### src/rtl/huff_pkg.sv
// Shared definitions for the Huffman encoder sequencer.
// Latency: n/a (types, constants and a layout helper only).
// Backpressure: n/a.
//
// Table entry layout is {len, code}: code occupies the low CODE_W bits and
// len sits directly above it.
package huff_pkg;

  typedef enum logic [1:0] {
    ST_IDLE  = 2'd0,
    ST_LOAD  = 2'd1,
    ST_ENC   = 2'd2,
    ST_DRAIN = 2'd3
  } state_t;

  localparam logic MODE_LOAD = 1'b0;
  localparam logic MODE_ENC  = 1'b1;

  // Field offsets inside a {len, code} table entry.
  localparam int ENT_CODE_LSB = 0;

  function automatic int ent_len_lsb(input int code_w);
    return code_w;
  endfunction

endpackage

### src/rtl/huff_skid_buf.sv
// Two-entry output buffer between the table read and the concat stream.
// Latency: a push is visible at o_vld/o_dat the cycle after it is written.
// Backpressure: holds up to two entries under i_rdy=0; the producer must use
// o_cnt to avoid pushing into a full buffer that is not popping.
//
// Ports: clk/rst (sync, active-high); i_flush drops all entries;
// i_push/i_dat write side; i_rdy/o_vld/o_dat read side (head entry);
// o_cnt is the current occupancy (0..2).
module huff_skid_buf #(
  parameter int W = 8
) (
  input  logic         clk,
  input  logic         rst,
  input  logic         i_flush,
  input  logic         i_push,
  input  logic [W-1:0] i_dat,
  input  logic         i_rdy,
  output logic         o_vld,
  output logic [W-1:0] o_dat,
  output logic [1:0]   o_cnt
);

  logic [W-1:0] r_head;
  logic [W-1:0] r_tail;
  logic [1:0]   r_cnt;
  logic         w_pop;

  assign o_vld = (r_cnt != 2'd0);
  assign o_dat = r_head;
  assign o_cnt = r_cnt;
  assign w_pop = o_vld && i_rdy;

  always_ff @(posedge clk) begin
    if (rst || i_flush) begin
      r_cnt  <= 2'd0;
      r_head <= '0;
      r_tail <= '0;
    end else begin
      case ({i_push, w_pop})
        2'b10: begin
          if (r_cnt == 2'd0) begin
            r_head <= i_dat;
            r_cnt  <= 2'd1;
          end else if (r_cnt == 2'd1) begin
            r_tail <= i_dat;
            r_cnt  <= 2'd2;
          end
        end
        2'b01: begin
          r_head <= r_tail;
          r_cnt  <= r_cnt - 2'd1;
        end
        2'b11: begin
          // Occupancy is unchanged; the new entry lands behind whatever
          // remains after the pop.
          if (r_cnt == 2'd1) begin
            r_head <= i_dat;
          end else begin
            r_head <= r_tail;
            r_tail <= i_dat;
          end
        end
        default: ;
      endcase
    end
  end

endmodule

### src/rtl/huff_enc_seq.sv
// Huffman encoder sequencer: loads a {len,code} table, then maps symbols to codes.
// Latency: symbol accepted in cycle t appears at m_* no earlier than t+2.
// Backpressure: s_ready drops when buffer plus in-flight read would exceed two entries.
//
// Ports: clk/rst (sync, active-high); start/mode/abort control with busy,
// done (1-cycle pulse) and sticky err; ld_* table-load stream; s_* symbol
// stream; tbl_* external table RAM (1-cycle read); m_* code output stream.
module huff_enc_seq
  import huff_pkg::*;
#(
  parameter int SYM_W  = 8,
  parameter int CODE_W = 64,
  parameter int LEN_W  = 7
) (
  input  logic                    clk,
  input  logic                    rst,
  input  logic                    start,
  input  logic                    mode,
  input  logic                    abort,
  output logic                    busy,
  output logic                    done,
  output logic                    err,
  input  logic                    ld_valid,
  output logic                    ld_ready,
  input  logic [CODE_W-1:0]       ld_code,
  input  logic [LEN_W-1:0]        ld_len,
  input  logic                    s_valid,
  output logic                    s_ready,
  input  logic [SYM_W-1:0]        s_sym,
  input  logic                    s_last,
  output logic                    tbl_we,
  output logic [SYM_W-1:0]        tbl_addr,
  output logic [CODE_W+LEN_W-1:0] tbl_wdata,
  input  logic [CODE_W+LEN_W-1:0] tbl_rdata,
  output logic                    m_valid,
  input  logic                    m_ready,
  output logic [CODE_W-1:0]       m_code,
  output logic [LEN_W-1:0]        m_len,
  output logic                    m_last
);

  localparam int ENT_W   = CODE_W + LEN_W;
  localparam int PAY_W   = ENT_W + 1;
  localparam int LEN_LSB = ent_len_lsb(CODE_W);
  localparam logic [LEN_W-1:0] MAX_LEN = LEN_W'(CODE_W);

  state_t           r_state;
  state_t           w_state_nxt;
  logic [SYM_W-1:0] r_ld_cnt;
  logic             r_err;
  logic             r_done;
  logic             r_rd_vld;
  logic             r_rd_last;

  logic             w_abort;
  logic             w_ld_beat;
  logic             w_load_end;
  logic             w_s_acc;
  logic             w_drain_end;
  logic             w_buf_push;
  logic             w_pop;
  logic [1:0]       w_buf_cnt;
  logic [2:0]       w_occ;
  logic [PAY_W-1:0] w_head;
  logic [LEN_W-1:0] w_rd_len;

  assign w_abort    = abort && (r_state != ST_IDLE);
  assign ld_ready   = (r_state == ST_LOAD);
  assign w_ld_beat  = ld_valid && ld_ready;
  assign w_load_end = w_ld_beat && (r_ld_cnt == {SYM_W{1'b1}});
  assign tbl_we     = w_ld_beat;
  assign tbl_wdata  = {ld_len, ld_code};

  // Accept only if, after this cycle's pop, at most one entry is held or in
  // flight: the read launched now then always has a slot to land in, while
  // a steady 1 symbol/cycle still flows when m_ready stays high.
  assign w_pop   = m_valid && m_ready;
  assign w_occ   = {1'b0, w_buf_cnt} + {2'b00, r_rd_vld};
  assign s_ready = (r_state == ST_ENC) && ((w_occ - {2'b00, w_pop}) <= 3'd1);
  assign w_s_acc = s_valid && s_ready;

  assign w_drain_end = (w_buf_cnt == 2'd0) && !r_rd_vld;
  assign w_buf_push  = r_rd_vld && !w_abort;
  assign w_rd_len    = tbl_rdata[LEN_LSB +: LEN_W];

  always_comb begin
    tbl_addr = '0;
    if (r_state == ST_LOAD) begin
      tbl_addr = r_ld_cnt;
    end else if (r_state == ST_ENC) begin
      tbl_addr = s_sym;
    end
  end

  always_comb begin
    w_state_nxt = r_state;
    case (r_state)
      ST_IDLE: begin
        if (start && (mode == MODE_LOAD)) w_state_nxt = ST_LOAD;
        else if (start && (mode == MODE_ENC)) w_state_nxt = ST_ENC;
      end
      ST_LOAD:  if (w_abort || w_load_end) w_state_nxt = ST_IDLE;
      ST_ENC: begin
        if (w_abort) w_state_nxt = ST_IDLE;
        else if (w_s_acc && s_last) w_state_nxt = ST_DRAIN;
      end
      ST_DRAIN: if (w_abort || w_drain_end) w_state_nxt = ST_IDLE;
      default:  w_state_nxt = ST_IDLE;
    endcase
  end

  always_ff @(posedge clk) begin
    if (rst) begin
      r_state   <= ST_IDLE;
      r_ld_cnt  <= '0;
      r_err     <= 1'b0;
      r_done    <= 1'b0;
      r_rd_vld  <= 1'b0;
      r_rd_last <= 1'b0;
    end else begin
      r_state   <= w_state_nxt;
      r_done    <= !w_abort &&
                   (((r_state == ST_LOAD) && w_load_end) ||
                    ((r_state == ST_DRAIN) && w_drain_end));
      r_rd_vld  <= w_s_acc && !w_abort;
      r_rd_last <= s_last;

      if (r_state == ST_IDLE) r_ld_cnt <= '0;
      else if (w_ld_beat)     r_ld_cnt <= r_ld_cnt + SYM_W'(1);

      // Bad-length load beats and undefined symbols (len=0) are still
      // written/forwarded; err just flags them until the next start.
      if ((r_state == ST_IDLE) && start) begin
        r_err <= 1'b0;
      end else if (!w_abort && ((w_ld_beat && (ld_len > MAX_LEN)) ||
                                (w_buf_push && (w_rd_len == '0)))) begin
        r_err <= 1'b1;
      end
    end
  end

  huff_skid_buf #(.W(PAY_W)) u_skid (
    .clk    (clk),
    .rst    (rst),
    .i_flush(w_abort),
    .i_push (w_buf_push),
    .i_dat  ({r_rd_last, tbl_rdata}),
    .i_rdy  (m_ready),
    .o_vld  (m_valid),
    .o_dat  (w_head),
    .o_cnt  (w_buf_cnt)
  );

  assign m_last = w_head[PAY_W-1];
  assign m_len  = w_head[LEN_LSB +: LEN_W];
  assign m_code = w_head[ENT_CODE_LSB +: CODE_W];
  assign busy   = (r_state != ST_IDLE);
  assign done   = r_done;
  assign err    = r_err;

endmodule

### config.mk
export PLATFORM = sky130hd
export DESIGN_NAME = huff_enc_seq
export DESIGN_NICKNAME = d
export VERILOG_FILES = /design/src/rtl/huff_pkg.sv /design/src/rtl/huff_skid_buf.sv /design/src/rtl/huff_enc_seq.sv
export SDC_FILE = /design/constraint.sdc
export NUM_CORES = 1
export LEC_CHECK = 0
export BUFFER_PORTS_ARGS = -buffer_cell sky130_fd_sc_hd__buf_2
export CAP_MARGIN = 20
export CORE_AREA = 2 2 153 110
export CTS_BUF_LIST = sky130_fd_sc_hd__clkbuf_2
export CTS_CLUSTER_DIAMETER = 80
export DETAILED_ROUTE_END_ITERATION = 7
export DIE_AREA = 0 0 155 112
export PLACE_DENSITY = 0.83
export SYNTH_ARGS = -nofsm -noshare
export SYNTH_HDL_FRONTEND = slang
export SYNTH_SLANG_ARGS = --single-unit
### constraint.sdc
create_clock -name clk -period 5.3 [get_ports clk]
set_clock_uncertainty 0.2 [all_clocks]
set_input_delay 1.59 -clock clk [delete_from_list [all_inputs] [get_ports clk]]
set_output_delay 1.59 -clock clk [all_outputs]
set_load 0.05 [all_outputs]
Word-level counts from Yosys, hierarchy flattened
Cells that the tools add are included.
{"block": "classes", "order_cmp": 2, "eq_ne": 16, "mux": 18, "reduce_logical": 40, "bitwise": 1, "addsub": 4}
{"op": "$mux W72", "count": 4}
{"op": "$pmux W72 S3", "count": 1}
{"op": "$pmux W72 S2", "count": 1}
{"op": "$logic_and A1 B1 Y1", "count": 19}
{"op": "$mux W2", "count": 8}
{"op": "$mux W8", "count": 2}
{"op": "$add A8 B1 Y8 const B", "count": 1}
{"op": "$eq A2 B2 Y1 const B", "count": 4}
{"op": "$eq A8 B8 Y1 const B", "count": 1}
{"op": "$ne A2 B2 Y1 const B", "count": 4}
{"op": "$pmux W2 S4", "count": 1}
{"op": "$reduce_bool A2 Y1", "count": 4}
{"op": "$gt A7 B7 Y1 const B", "count": 1}
{"op": "$logic_not A7 Y1", "count": 1}
{"op": "$eq A2 B1 Y1 const B", "count": 3}
{"op": "$logic_or A1 B1 Y1", "count": 5}
{"op": "$logic_not A2 Y1", "count": 2}
{"op": "$pmux W2 S2", "count": 1}
{"op": "$reduce_and A2 Y1", "count": 2}
{"op": "$reduce_and A4 Y1", "count": 1}
{"op": "$reduce_or A2 Y1", "count": 2}
{"op": "$add A2 B1 Y3", "count": 1}
{"op": "$le A3 B1 Y1 const B", "count": 1}
{"op": "$ne A3 B1 Y1 const B", "count": 1}
{"op": "other kinds (9)", "count": 10}
{"block": "word_totals", "word_cells": 90, "input_bits": 159, "ff_bits": 160}

Depth between registers and ports, before layout
Gate-level depths: netlist of run 1.
{"block": "logic_depth", "word_depth": 10, "ltp_mapped": 13, "mapped_depth_nobuf": 13}

By module
A second synthesis of run 1 with hierarchy kept.
{"block": "hier_totals", "cells_unflattened": 939, "area_unflattened_um2": 8280.4}
{"mod": "huff_skid_buf", "instances": 1, "area_per_inst_um2": 6901.6, "seq_area_each_um2": 2922.8, "cells_per_inst": 768}
{"mod": "huff_enc_seq", "instances": 1, "area_per_inst_um2": 1378.8, "seq_area_each_um2": 280.3, "cells_per_inst": 171}

Least setup slack after synthesis of run 1
No wires, ideal clock.
{"block": "synth_timing", "kind": "input port to output port", "start": "in m_ready", "end": "out s_ready", "t_arrival_ns": 3.149, "cell_stages": 9, "required_time_ns": 3.510, "slack_ns": 0.361, "path_cell_list": "nand2b_4 > inv_2 > ha_1 > inv_1 > ha_1 > inv_1 > fa_1 > xnor2_1 > and3_1"}
{"block": "synth_between", "elab_chain_cells": 4}
{"item": "from (decl)", "line_no": "huff_enc_seq.sv:36", "source": "input logic m_ready,"}
{"item": "$logic_and A1 B1 Y1", "line_no": "huff_enc_seq.sv:77", "source": "assign w_pop = m_valid && m_ready;"}
{"item": "$sub A3 B1 Y3", "line_no": "huff_enc_seq.sv:79", "source": "assign s_ready = (r_state == ST_ENC) && ((w_occ - {2'b00, w_pop}) <= 3'd1);"}
{"item": "$le A3 B1 Y1", "line_no": "huff_enc_seq.sv:79"}
{"item": "$logic_and A1 B1 Y1", "line_no": "huff_enc_seq.sv:79"}
{"item": "to (decl)", "line_no": "huff_enc_seq.sv:28", "source": "output logic s_ready,"}
Every way passes these cells.

Worst setup path after layout of run 1
Ends and elaborated chain as after synthesis.

==> results by group, run 1 <==
Timing
  • Final worst setup slack: about 150 ps
  • Final setup violation count: 0
  • Hold Vio Cnt, Final: 0
  • Max Fclk: 194 MHz
  • Slew headroom: between 30% and 40%
  • Worst-Margin Slew: between 900 and 1000 ps
  • RSZ-0062 raised after global routing: no
  • Final TNS setup: 0 ps
  • Min cycle time layout: about 5100 ps
  • Final Cycle Share: between 90% and 100%
  • Final-report max-slew violation count: 0

Setup path
  • Critical Path Start: m_ready
  • CP Class: input pin to primary output
  • R2r endpoint: u_skid.r_tail[3]
  • FF-to-FF path depth: 9
  • Worst Setup Start Kind: input pin
  • Flop-to-flop setup slack: around 2200 ps
  • CP Max Fanout: 5
  • Arrival @ worst endpoint: ~3400 ps
  • Worst EP required: about 3500 ps
  • Setup crit end kind: primary output
  • Worst flop-to-flop path startpoint: r_state[1]

Yosys
  • Sequential share of the synthesized area: a little under half
  • Mapped cell area: 7020 um^2
  • Syn Nets: 1,012
  • Mapped Cells: ~840
  • Commonest cells in the netlist: 160 x dfxtp_1, 154 x nand2_1, 149 x a21oi_1
  • Area leader, netlist: dfxtp_1
  • Ys async rst share: 0%
  • Synth Register Bits: 160
  • Ys Warns: 0
  • Most frequent cell after synthesis: dfxtp_1
  • Post-synth EDFFs: 0
  • Yosys cell types: 47
  • Mean post-synth cell area: roughly 8.3 um^2
  • Top_reg_cell synth: dfxtp_1
  • Share of the synthesized area in the top cell type: a little under half
  • Synth top area cells: dfxtp_1 46%, a21oi_1 11%, nand2_1 8.2%

Route
  • DRT iter0 DRCs: around 440
  • Pre-Repair DR Iteration Count: 5
  • Via density per instance: approximately 5.5
  • Post-route ant nets: 0
  • WL final: 18,000 um
  • Via count: approximately 6,300
  • Avg WL per Cell: around 16 um
  • # DRC: 0

Pwr
  • Peak supply drop: about 0.00021 V
  • Leak: between 3 and 4 nW
  • PD cells: about 300 nW/um^2

GRT
  • Gr usage total: between 20% and 30%
  • Number of global-route vias before repair: between 5,000 and 6,000
  • Grt ovf: 0
  • Largest net degree at the start of global routing: 83
  • First-pass GRT wire length: between 20,000 and 30,000 um
  • Initial antenna violation count: 3

CTS
  • CTS tree: built
  • TritonCTS Sinks: 160
  • CTS max path bufs: 2
  • Clk_lat worst skew: ~700 ps
  • Clock root buffer: clkbuf_2
  • Cts bufs inserted: 17
  • H-tree levels: 4
  • Clk pin slew, worst setup/hold paths: between 200 and 250 ps

Hold path
  • Worst Hold End: u_skid.r_tail[21]
  • Worst Hold Class: flip-flop to flip-flop
  • Hold Crit Start: u_skid.r_tail[21]
  • Hold-critical path depth: 2

Floorplanning
  • Initial Util: about 44%
  • Row cnt: 39
  • Ports: about 320
  • Core Region: between 15,000 and 20,000 um^2
  • Die Height: around 110 um
  • Die Span X: approximately 160 um
  • Die ar.: 17,400 um^2

Placement
  • Routability congestion estimate from global placement: 0.836
  • Dpl hpwl: 11,700 um
  • Port-buffer cells: roughly 190
  • Pre-CTS setup slack: 121 ps

Run
  • Max-Cap Viols: 0

Final layout
  • P&R area growth vs syn: 11.1%
  • Share of post-route cells with drive strength above 1: between 20% and 30%
  • Fin nets: roughly 1,100

Outcome
  • Status: completed
-- through the flow --
step / hold WS (ps) / utilization (%) / instances / cell area [um^2] / power [mW]
2_1_floorplan: 232 / - / 844 / 7020 / 1.65
3_3_place_gp: 237 / 46.9 / 1110 / 7490 / 1.62
3_5_place_dp: 243 / 46.9 / 1110 / 7490 / 1.62
4_1_cts: 266 / 48.8 / 1142 / 7790 / 2.43
5_1_grt: 281 / 48.9 / 1143 / 7800 / 2.52
6_report: 264 / 48.9 / 1144 / 7800 / 2.40
-- power by group --
group / internal [mW] / switching (mW) / total [mW]
Clock: 0.365 / 0.438 / 0.803
Sequential: 1.24 / 0.0185 / 1.26
Combinational: 0.0985 / 0.247 / 0.345
Total: 1.70 / 0.703 / 2.40
-- logic make-up (layout without fill, tap and decap cells) --
family	Yosys count	after routing	synth area share, %
xor+xnor	7	7	0.873
compound gates	315	315	26.1
buf+inv	149	242	13.1
simple gates	203	203	12.4
flops	160	160	45.6
other cells	0	2	0
mux	1	1	0.143
fa+ha+maj	9	9	1.71
-- cell type report --
| type | instances | area [um^2] |
|---|---|---|
| inverters | 12 | 45.0 |
| diodes | 2 | 5.00 |
| flip-flops and latches | 160 | 3210 |
| repair buffers | 198 | 1060 |
| clock buffers | 19 | 95.1 |
| clock inverters | 13 | 209 |
| well taps | 205 | 256 |
| multi-input cells | 535 | 2930 |
| fillers | 1497 | 8160 |
-- placed cells by master (no fill, tap or decap), types with 5 or more instances in the layout --
cell and instances:
inv_1 11, nor2_1 13, a21oi_1 149, xnor2_1 6, nand2_1 153, buf_4 7, clkbuf_2 19, a22oi_1 72
bufinv_16 5, buf_2 187, o21ai_0 68, a22o_1 7, ha_1 8, o21ai_1 8, dfxtp_1 158
-- sequential cells by signal (all words and copies together), names as in the netlist --
register,flops
done,1
err,1
r_ld_cnt,8
r_rd_last,1
r_rd_vld,1
r_state,2
u_skid.o_cnt,2
u_skid.o_dat,72
u_skid.r_tail,72
-- critical path, stage by stage --
cell and delay (ps):
buf_2 130, nand2b_4 90, inv_2 70, ha_1 270
inv_1 60, ha_1 130, inv_1 50, fa_1 370
xnor2_1 150, and3_1 190, clkbuf_4 240
-- worst max path at each step --
stage | endpoint | slack, ps | depth (start not counted)
2_1_floorplan | s_ready | 360 | 9
3_3_place_gp | s_ready | 160 | 11
3_5_place_dp | s_ready | 120 | 11
4_1_cts | s_ready | 110 | 12
5_1_grt | s_ready | 20 | 12
6_report | s_ready | 150 | 11
-- per-layer routing --
metal | track usage [%] | wire, um | vias up
li1 | - | - | 3046
met1 | 26.6 | 8060 | 2928
met2 | 32.3 | 7980 | 266
met3 | 7.90 | 1720 | 24
met4 | 6.30 | 226 | 4
met5 | 0 | 29 | -
-- what timing repair did --
item                                    in CTS  in global routing
setup buffers                                0                  0
resized for setup                            0                  3
hold buffers                                 0                  0
endpoints found under the setup margin       0                  1
hold endpoints to repair                     0                  0
Note: power is estimated with default switching activity, not from simulation.
==> inputs of run 2 (changes only) <==
--- a/config.mk
+++ b/config.mk
@@ -12,7 +12,7 @@
 export CTS_CLUSTER_DIAMETER = 80
 export DETAILED_ROUTE_END_ITERATION = 7
 export DIE_AREA = 0 0 155 112
-export PLACE_DENSITY = 0.83
+export PLACE_DENSITY = 0.76
 export SYNTH_ARGS = -nofsm -noshare
 export SYNTH_HDL_FRONTEND = slang
 export SYNTH_SLANG_ARGS = --single-unit
==> constraint.sdc (replaced) <==
create_clock -name clk -period 5.72 [get_ports clk]
set_clock_uncertainty 0.2 [all_clocks]
set_input_delay 1.716 -clock clk [delete_from_list [all_inputs] [get_ports clk]]
set_output_delay 1.716 -clock clk [all_outputs]
set_load 0.05 [all_outputs]
==> run 2 against run 1 <==
- combinational power is 7.5% lower
- sequential share of layout area is 0.73 points higher
- power is 16% lower
- design area is 1.8% lower
- setup slack better by 160 ps
- first-iteration DRC count is 12% lower
- die area stayed put
- critical path depth stayed put
- largest power group unchanged
- sequential cell count stayed put
- via count is 2.2% lower
- core utilization is 0.89 points lower
==> results by group, run 2 (synthesis results as in run 1) <==
Timing
  • Final Cycle Share: between 90% and 100%
  • Max Fclk: between 150 and 200 MHz
  • Hold Vio Cnt, Final: 0
  • Min cycle time layout: approximately 5400 ps
  • Slew headroom: approximately two fifths
  • Final worst setup slack: around 310 ps
  • Final TNS setup: 0 ps
  • Worst-Margin Slew: between 800 and 900 ps
  • RSZ-0062 raised after global routing: no
  • Final-report max-slew violation count: 0
  • Final setup violation count: 0

Hold path
  • Hold-critical path depth: 2
  • Worst Hold Class: flip-flop to flip-flop

Route
  • WL final: ~18,000 um
  • DRT iter0 DRCs: slightly below 400
  • Via density per instance: approximately 5.4
  • # DRC: 0
  • Avg WL per Cell: around 16 um
  • Post-route ant nets: 0
  • Via count: 6,128
  • Pre-Repair DR Iteration Count: 6

Setup path
  • Arrival @ worst endpoint: 3490 ps
  • Flop-to-flop setup slack: approximately 2500 ps
  • FF-to-FF path depth: 10
  • Setup crit end kind: primary output
  • R2r endpoint: u_skid.r_tail[45]
  • Worst Setup Start Kind: input pin
  • CP Capture Point: s_ready
  • CP Class: input pin to primary output
  • Critical Path Start: m_ready
  • CP Max Fanout: 5
  • Worst flop-to-flop path startpoint: u_skid.o_cnt[1]
  • Worst EP required: between 3000 and 4000 ps

Floorplanning
  • Die Span X: 155 um
  • Core Region: between 15,000 and 20,000 um^2
  • Die ar.: approximately 17,000 um^2
  • Die Height: around 110 um
  • Row cnt: 39
  • Ports: roughly 320
  • Initial Util: between 40% and 50%

GRT
  • Number of global-route vias before repair: around 5,500
  • Gr usage total: 20.2%
  • Largest net degree at the start of global routing: 89
  • Initial antenna violation count: 2
  • Grt ovf: 0
  • First-pass GRT wire length: between 20,000 and 30,000 um

Placement
  • Dpl hpwl: between 10,000 and 15,000 um
  • Port-buffer cells: 188
  • Routability congestion estimate from global placement: between 0.8 and 0.9
  • Pre-CTS setup slack: between 300 and 400 ps
  • Placed Cells: between 1,000 and 1,500

CTS
  • H-tree levels: 4
  • TritonCTS Sinks: 160
  • CTS resizes: 0
  • CTS tree: built
  • Cts bufs inserted: 17
  • Clock root buffer: clkbuf_2
  • CTS max path bufs: 2
  • Postcts setup bufs: 0
  • CTS Hold Bufs: 0
  • Clk pin slew, worst setup/hold paths: 190 ps
  • Clk_lat worst skew: ~730 ps

Pwr
  • PD cells: about 260 nW/um^2
  • Leak: around 3.2 nW
  • Peak supply drop: between 0.00015 and 0.0002 V
  • Tot Pwr: roughly 2.0 mW

Final layout
  • Most frequent cells in the layout: 188 x buf_2, 160 x dfxtp_1, 153 x nand2_1
  • Antenna Diode Count: 0
  • Share of post-route cells with drive strength above 1: 25.6%
  • Non-Filler Instances: between 1,000 and 1,500
  • P&R area growth vs syn: 9.05%
  • Fin nets: 1,091
  • Final core occ: between 40 and 50%
  • Filler cells: approximately 1,600
  • Leading cell type in the layout, fill and taps excluded: buf_2

Run
  • Max-Cap Viols: 0

Outcome
  • Status: completed
## run 2: cell count changes in the layout (fill, tap and decap cells not counted), moves of 2 or more
| cell | before | now |
|---|---|---|
| dfxtp_2 | 2 | 0 |
| clkinvlp_4 | 1 | 4 |
| diode_2 | 2 | 0 |
| bufinv_16 | 5 | 1 |
| dfxtp_1 | 158 | 160 |
| clkinv_2 | 2 | 4 |
## run 2: final cells by class
type / instances / area (um^2) / area share (%)
Inverter: 12 / 45.0 / 0.588
Timing Repair Buffer: 197 / 1030 / 13.5
Tap cell: 205 / 256 / 3.35
Sequential cell: 160 / 3200 / 41.8
Clock inverter: 11 / 92.6 / 1.21
Clock buffer: 20 / 100 / 1.31
Multi-Input combinational cell: 535 / 2930 / 38.2
## run 2: worst min path at each step
stage | slack (ps) | startpoint | to
after floorplan | 230 | u_skid.r_tail[0] | u_skid.r_tail[0]
after detailed placement | 240 | u_skid.r_tail[66] | u_skid.r_tail[66]
final | 260 | u_skid.r_tail[64] | u_skid.r_tail[64]
after global placement | 240 | u_skid.r_tail[10] | u_skid.r_tail[10]
after CTS | 270 | u_skid.r_tail[25] | u_skid.r_tail[25]
after global routing | 280 | u_skid.r_tail[18] | u_skid.r_tail[18]
## run 2: critical path, cell delays in order
cell and delay [ps]:
buf_2 130, nand2b_4 90, inv_2 70, ha_1 270, inv_1 50, ha_1 120
inv_1 40, fa_1 370, xnor2_1 130, and3_1 210, buf_2 280
## run 2: through the flow
step	area (um^2)	hold WS [ps]
6_report	7660	263
5_1_grt	7660	280
4_1_cts	7660	266
3_5_place_dp	7470	243
3_3_place_gp	7470	237
2_1_floorplan	7020	232
## run 2: where the power goes
| part | internal, mW | switching [mW] |
|---|---|---|
| Sequential | 1.15 | 0.0163 |
| Clock | 0.155 | 0.393 |
| Combinational | 0.0899 | 0.229 |
| Total | 1.39 | 0.638 |
## run 2: metal layers
metal	GRT usage (%)	vias up	wire length [um]
li1	-	3025	-
met1	28.2	2798	8200
met2	28.7	274	7510
met3	8.52	27	1760
met4	5.19	4	235
met5	0	-	31
